**config.mk**
```make
export PLATFORM = sky130hd
export DESIGN_NAME = receiver_flat
export DESIGN_NICKNAME = d
export VERILOG_FILES = /design/src/rtl/receiver_if.sv /design/src/rtl/receiver.sv /design/src/flat_wrapper.sv
export SDC_FILE = /design/constraint.sdc
export NUM_CORES = 1
export LEC_CHECK = 0
export ABC_AREA = 1
export CAP_MARGIN = 20
export CORE_MARGIN = 1.5
export CORE_UTILIZATION = 50
export DETAILED_ROUTE_END_ITERATION = 7
export GPL_ROUTABILITY_DRIVEN = 1
export HOLD_SLACK_MARGIN = 0.12
export PLACE_DENSITY = 0.71
export SYNTH_ARGS = -nofsm -noshare
export SYNTH_HDL_FRONTEND = slang
export SYNTH_SLANG_ARGS = --single-unit
```
**constraint.sdc**
```tcl
create_clock -name clk -period 3.4 [get_ports clk]
set_clock_uncertainty 0.05 [all_clocks]
set_input_delay 0.68 -clock clk [delete_from_list [all_inputs] [get_ports clk]]
set_output_delay 0.68 -clock clk [all_outputs]
set_load 0.02 [all_outputs]
```
**src/rtl/receiver_if.sv**
```systemverilog
// Serial receive bundle: the RsRx line in, the received byte and status strobes out.
// The receiver takes the slave side; user logic or a bench takes the master side.
interface receiver_if;
  logic       RsRx;
  logic [7:0] data;
  logic       valid;
  logic       frame_err;
  logic       busy;

  modport slave  (input RsRx, output data, valid, frame_err, busy);
  modport master (output RsRx, input data, valid, frame_err, busy);
endinterface

```
**src/rtl/receiver.sv**
```systemverilog
// 8N1 UART receiver: two-flop synchroniser, falling-edge start detect and mid-bit sampling.
// It emits a one-cycle valid strobe for a good frame and a one-cycle frame_err strobe for a bad stop bit.
module receiver #(
  parameter int unsigned CLKS_PER_BIT = 868
) (
  input  logic     clk,
  input  logic     reset,
  receiver_if.slave rx
);

  localparam int unsigned CW = $clog2(CLKS_PER_BIT);
  localparam logic [CW-1:0] HALF_M1 = CW'(CLKS_PER_BIT / 2 - 1);
  localparam logic [CW-1:0] FULL_M1 = CW'(CLKS_PER_BIT - 1);

  typedef enum logic [1:0] {IDLE, START, DATA, STOP} state_t;

  state_t        state_q, state_d;
  logic          rx_meta_q, rx_s_q, rx_prev_q;
  logic [CW-1:0] cnt_q, cnt_d;
  logic [2:0]    bit_q, bit_d;
  logic [7:0]    shift_q, shift_d;
  logic [7:0]    data_q, data_d;
  logic          valid_q, valid_d;
  logic          ferr_q, ferr_d;

  // The line idles high, so the synchroniser resets to 1 and no false start edge appears on reset release.
  always_ff @(posedge clk or posedge reset) begin
    if (reset) begin
      rx_meta_q <= 1'b1;
      rx_s_q    <= 1'b1;
      rx_prev_q <= 1'b1;
    end else begin
      // NOTE: sequential state uses non-blocking assignments, so every flop samples the pre-edge values.
      rx_meta_q <= rx.RsRx;
      rx_s_q    <= rx_meta_q;
      rx_prev_q <= rx_s_q;
    end
  end

  always_ff @(posedge clk or posedge reset) begin
    if (reset) begin
      state_q <= IDLE;
      cnt_q   <= '0;
      bit_q   <= '0;
      shift_q <= '0;
      data_q  <= '0;
      valid_q <= 1'b0;
      ferr_q  <= 1'b0;
    end else begin
      state_q <= state_d;
      cnt_q   <= cnt_d;
      bit_q   <= bit_d;
      shift_q <= shift_d;
      data_q  <= data_d;
      valid_q <= valid_d;
      ferr_q  <= ferr_d;
    end
  end

  always_comb begin
    // NOTE: every output of this block gets a default first, so no path can infer a latch.
    state_d = state_q;
    cnt_d   = cnt_q + 1'b1;
    bit_d   = bit_q;
    shift_d = shift_q;
    data_d  = data_q;
    valid_d = 1'b0;
    ferr_d  = 1'b0;

    unique case (state_q)
      IDLE: begin
        cnt_d = '0;
        if (rx_prev_q && !rx_s_q) state_d = START;
      end
      START: begin
        // At the middle of the start bit, a line that has already returned high was only a glitch.
        if (cnt_q == HALF_M1) begin
          cnt_d = '0;
          if (!rx_s_q) begin
            state_d = DATA;
            bit_d   = '0;
          end else begin
            state_d = IDLE;
          end
        end
      end
      DATA: begin
        if (cnt_q == FULL_M1) begin
          cnt_d   = '0;
          shift_d = {rx_s_q, shift_q[7:1]};
          bit_d   = bit_q + 3'd1;
          if (bit_q == 3'd7) state_d = STOP;
        end
      end
      STOP: begin
        if (cnt_q == FULL_M1) begin
          cnt_d   = '0;
          state_d = IDLE;
          if (rx_s_q) begin
            data_d  = shift_q;
            valid_d = 1'b1;
          end else begin
            ferr_d  = 1'b1;
          end
        end
      end
      default: state_d = IDLE;
    endcase
  end

  assign rx.data      = data_q;
  assign rx.valid     = valid_q;
  assign rx.frame_err = ferr_q;
  assign rx.busy      = (state_q != IDLE);

endmodule

```
**src/flat_wrapper.sv**
```systemverilog
// flat-port wrapper written by rule: the top's interface ports become plain ports
module receiver_flat 
#(
  parameter int unsigned CLKS_PER_BIT = 868
)
  (clk, reset, rx_RsRx, rx_data, rx_valid, rx_frame_err, rx_busy);
  receiver_if rx_i ();
  input  logic clk;
  input  logic reset;
  input wire logic [$bits(rx_i.RsRx)-1:0] rx_RsRx;
  output wire logic [$bits(rx_i.data)-1:0] rx_data;
  output wire logic [$bits(rx_i.valid)-1:0] rx_valid;
  output wire logic [$bits(rx_i.frame_err)-1:0] rx_frame_err;
  output wire logic [$bits(rx_i.busy)-1:0] rx_busy;
  assign rx_i.RsRx = rx_RsRx;
  assign rx_data = rx_i.data;
  assign rx_valid = rx_i.valid;
  assign rx_frame_err = rx_i.frame_err;
  assign rx_busy = rx_i.busy;
  receiver #(.CLKS_PER_BIT(CLKS_PER_BIT)) u_core (.clk(clk), .reset(reset), .rx(rx_i));
endmodule
```
==> reports/metrics.csv <==
metric,value,unit
initial antenna violation count,0,
routability cong.,0.806,
number of CTS-inserted buffers,5,
nets,213,
"Primary FF master, synth",dfrtp_1,
Post-synth EDFFs,0,
total gr overflow,0,
Mapped Area,0.00162,mm²
"Reg clk slew, reported paths",0.11,ns
"critical path fanouts, max",6,
worst skew pair latency,0.35,ns
"Hold Violations, Final",0,
drt first pass iters,4,
leakage power,0.000976,µW
clk sink count,36,
Placement Cell Area,0.00182,mm²
M1 WL,1420,µm
Seq cells post-synth,36,
CP required,2.67,ns
RSZ-0062 raised after global routing,false,
CP Class,flip-flop to output pin,
share of post-route cells with drive strength above 1,0.121,
mean number of vias per cell,4.84,
power after layout,956,µW
DIE AREA,0.00360,mm²
metal3 WL,117,µm
Die Y,60.0,µm
Setup-failing EPs final,0,
Final Critical Period,2.37,ns
post-synthesis async set-or-reset flop share,1.00,
IO buf count,13,
clock buffer depth,2,
Register Area,905,µm²
status,finished clean,
FILL cells,272,
CP arrival,1.64,ns
Max rail drop VDD,0.281,mV
effective utilization at floorplan,0.528,
Ports,14,
Top Layer Used,met4,
area of the multi-input gates,649,µm²
crit path capture type,output pin,
DR DRC count,0,
Placed Cells,243,
Site Rows,20,
CTS tree,done,
Die X,60.0,µm
gr usage total,0.196,
via count,1215,
wire per inst,11.8,µm
HP Class,flip-flop to flip-flop,
Synth warnings,0,
cts-stage hold buffer count,0,
DRT antenna net count,0,
crit start category,flip-flop,
Max Fclk,421,MHz
Iter 0 DRT Violations,56,
max-slew violations,0,
setup_tns,0,ns
Finished Layout Cells,251,
syn_area_per_cell,8.78,µm²
first-pass GRT wire length,5070,µm
fin area,0.00188,mm²
total core area,0.00308,mm²
Power Density,509,mW/mm²
post-CTS setup buffers,0,
Mapped Nets,192,
number of diodes,0,
# Max-Cap Violations,0,
worst-margin pin slew,0.498,ns
DR WL met2,1370,µm
vias in the first global route,1187,
Slowest cell on crit path,clkdlybuf4s50_1,
sequential share of the synthesized area,0.557,
CP peak stage delay,0.54,ns
pin count of the biggest net entering global routing,37,
Area Overhead vs Synth,15.7,%
Worst slew margin,0.667,
PostCTS Resize Cnt,0,
Final HPWL DP,2130,µm
Post-Syn Instances,185,
Routed WL,2960,µm
CTS root buf,clkbuf_4,
CP Cell Sequence,nor2_1 -> inv_1 -> clkdlybuf4s50_1,
post-synth cell types,25,
crit share post-route,0.698,
H-tree depth,2,
-- final timing paths --
kind / to / slack, ns / start / depth (start not counted)
worst max-delay path: rx_busy / 1.03 / flip-flop / 3
worst min-delay path: u_core.rx_s_q / 0.31 / u_core.rx_meta_q / 0
worst max register to register: u_core.rx.data[6] / 1.58 / u_core.cnt_q[0] / 8
worst min register to register: u_core.rx_s_q / 0.31 / u_core.rx_meta_q / 0
max in group asynchronous: u_core.rx_prev_q / 2.30 / reset / 3
min in group asynchronous: u_core.rx.data[0] / 0.66 / reset / 3
-- cell usage after synthesis (3+ instances only) --
master / instances / share of area
nand2_2: 3 / 0.012
inv_2: 3 / 0.0069
dfstp_2: 3 / 0.049
inv_1: 11 / 0.025
ha_1: 4 / 0.031
o21ai_0: 4 / 0.012
nand3_1: 5 / 0.015
nor2_1: 16 / 0.037
nand2_1: 76 / 0.18
dfrtp_1: 33 / 0.51
nor3_1: 7 / 0.022
-- kinds of logic after synthesis --
family / count (synthesis) / synth area share
AO/OA/AOI/OAI: 7 / 0.0231
XOR/XNOR: 3 / 0.0162
adder cells (fa/ha/maj): 4 / 0.0308
buffers and inverters: 17 / 0.0431
flip-flops: 36 / 0.557
AND/OR/NAND/NOR: 118 / 0.330
-- metrics by stage --
step	worst slack (ns)	utilization	hold WS [ns]
after CTS	1.01	0.611	0.313
final	1.03	0.611	0.312
after floorplan	1.84	-	0.295
after detailed placement	1.40	0.590	0.297
after global routing	0.905	0.611	0.318
after global placement	1.46	0.590	0.297
-- area by class of cell --
class,count,share of cell area
Tap cell,44,0.0293
Multi-Input combinational cell,132,0.346
Inverter,17,0.0373
Sequential cell,36,0.481
Clock buffer,7,0.0293
Clock inverter,1,0.00399
Timing Repair Buffer,14,0.0732
-- critical path: cells and delay by family, from the launching register on --
family | cells | cell delay [ns]
buf+inv | 2 | 0.63
simple gates | 1 | 0.22
flops | 1 | 0.44
-- state kept, by name, indices dropped and copies added (netlist names), named ones only --
register / flops
u_core.state_q: 1
u_core.rx.frame_err: 1
u_core.rx_meta_q: 1
u_core.rx.data: 8
u_core.shift_q: 8
u_core.cnt_q: 10
u_core.rx.valid: 1
u_core.rx_prev_q: 1
u_core.rx_s_q: 1
u_core.bit_q: 3
-- power breakdown --
group	switching (µW)	leakage (µW)	internal, µW
clock	143	0.0000315	101
sequential	32.3	0.000487	457
combinational	153	0.000457	68.5
-- placed cells by master, fill, tap and decap left out, types with 2 or more instances in the layout --
| cell type | synthesis | routed |
|---|---|---|
| a31oi_1 | 2 | 2 |
| clkbuf_4 | 0 | 5 |
| clkdlybuf4s50_1 | 0 | 13 |
| dfrtp_1 | 33 | 33 |
| dfstp_2 | 3 | 3 |
| ha_1 | 4 | 4 |
| inv_1 | 11 | 11 |
| inv_2 | 3 | 3 |
| inv_4 | 2 | 2 |
| nand2_1 | 76 | 76 |
| nand2_2 | 3 | 3 |
| nand3_1 | 5 | 5 |
| nand3b_1 | 2 | 2 |
| nor2_1 | 16 | 16 |
| nor2_4 | 2 | 2 |
| nor3_1 | 7 | 7 |
| nor3b_1 | 2 | 2 |
| o21ai_0 | 4 | 4 |
| xor2_1 | 2 | 2 |
-- layer usage --
metal,global-route usage,vias up
met3,0.0758,5
met4,0.0921,0
met1,0.244,572
met5,0,-
met2,0.300,20
li1,-,618
No activity file was read; power rests on OpenSTA's default activity.
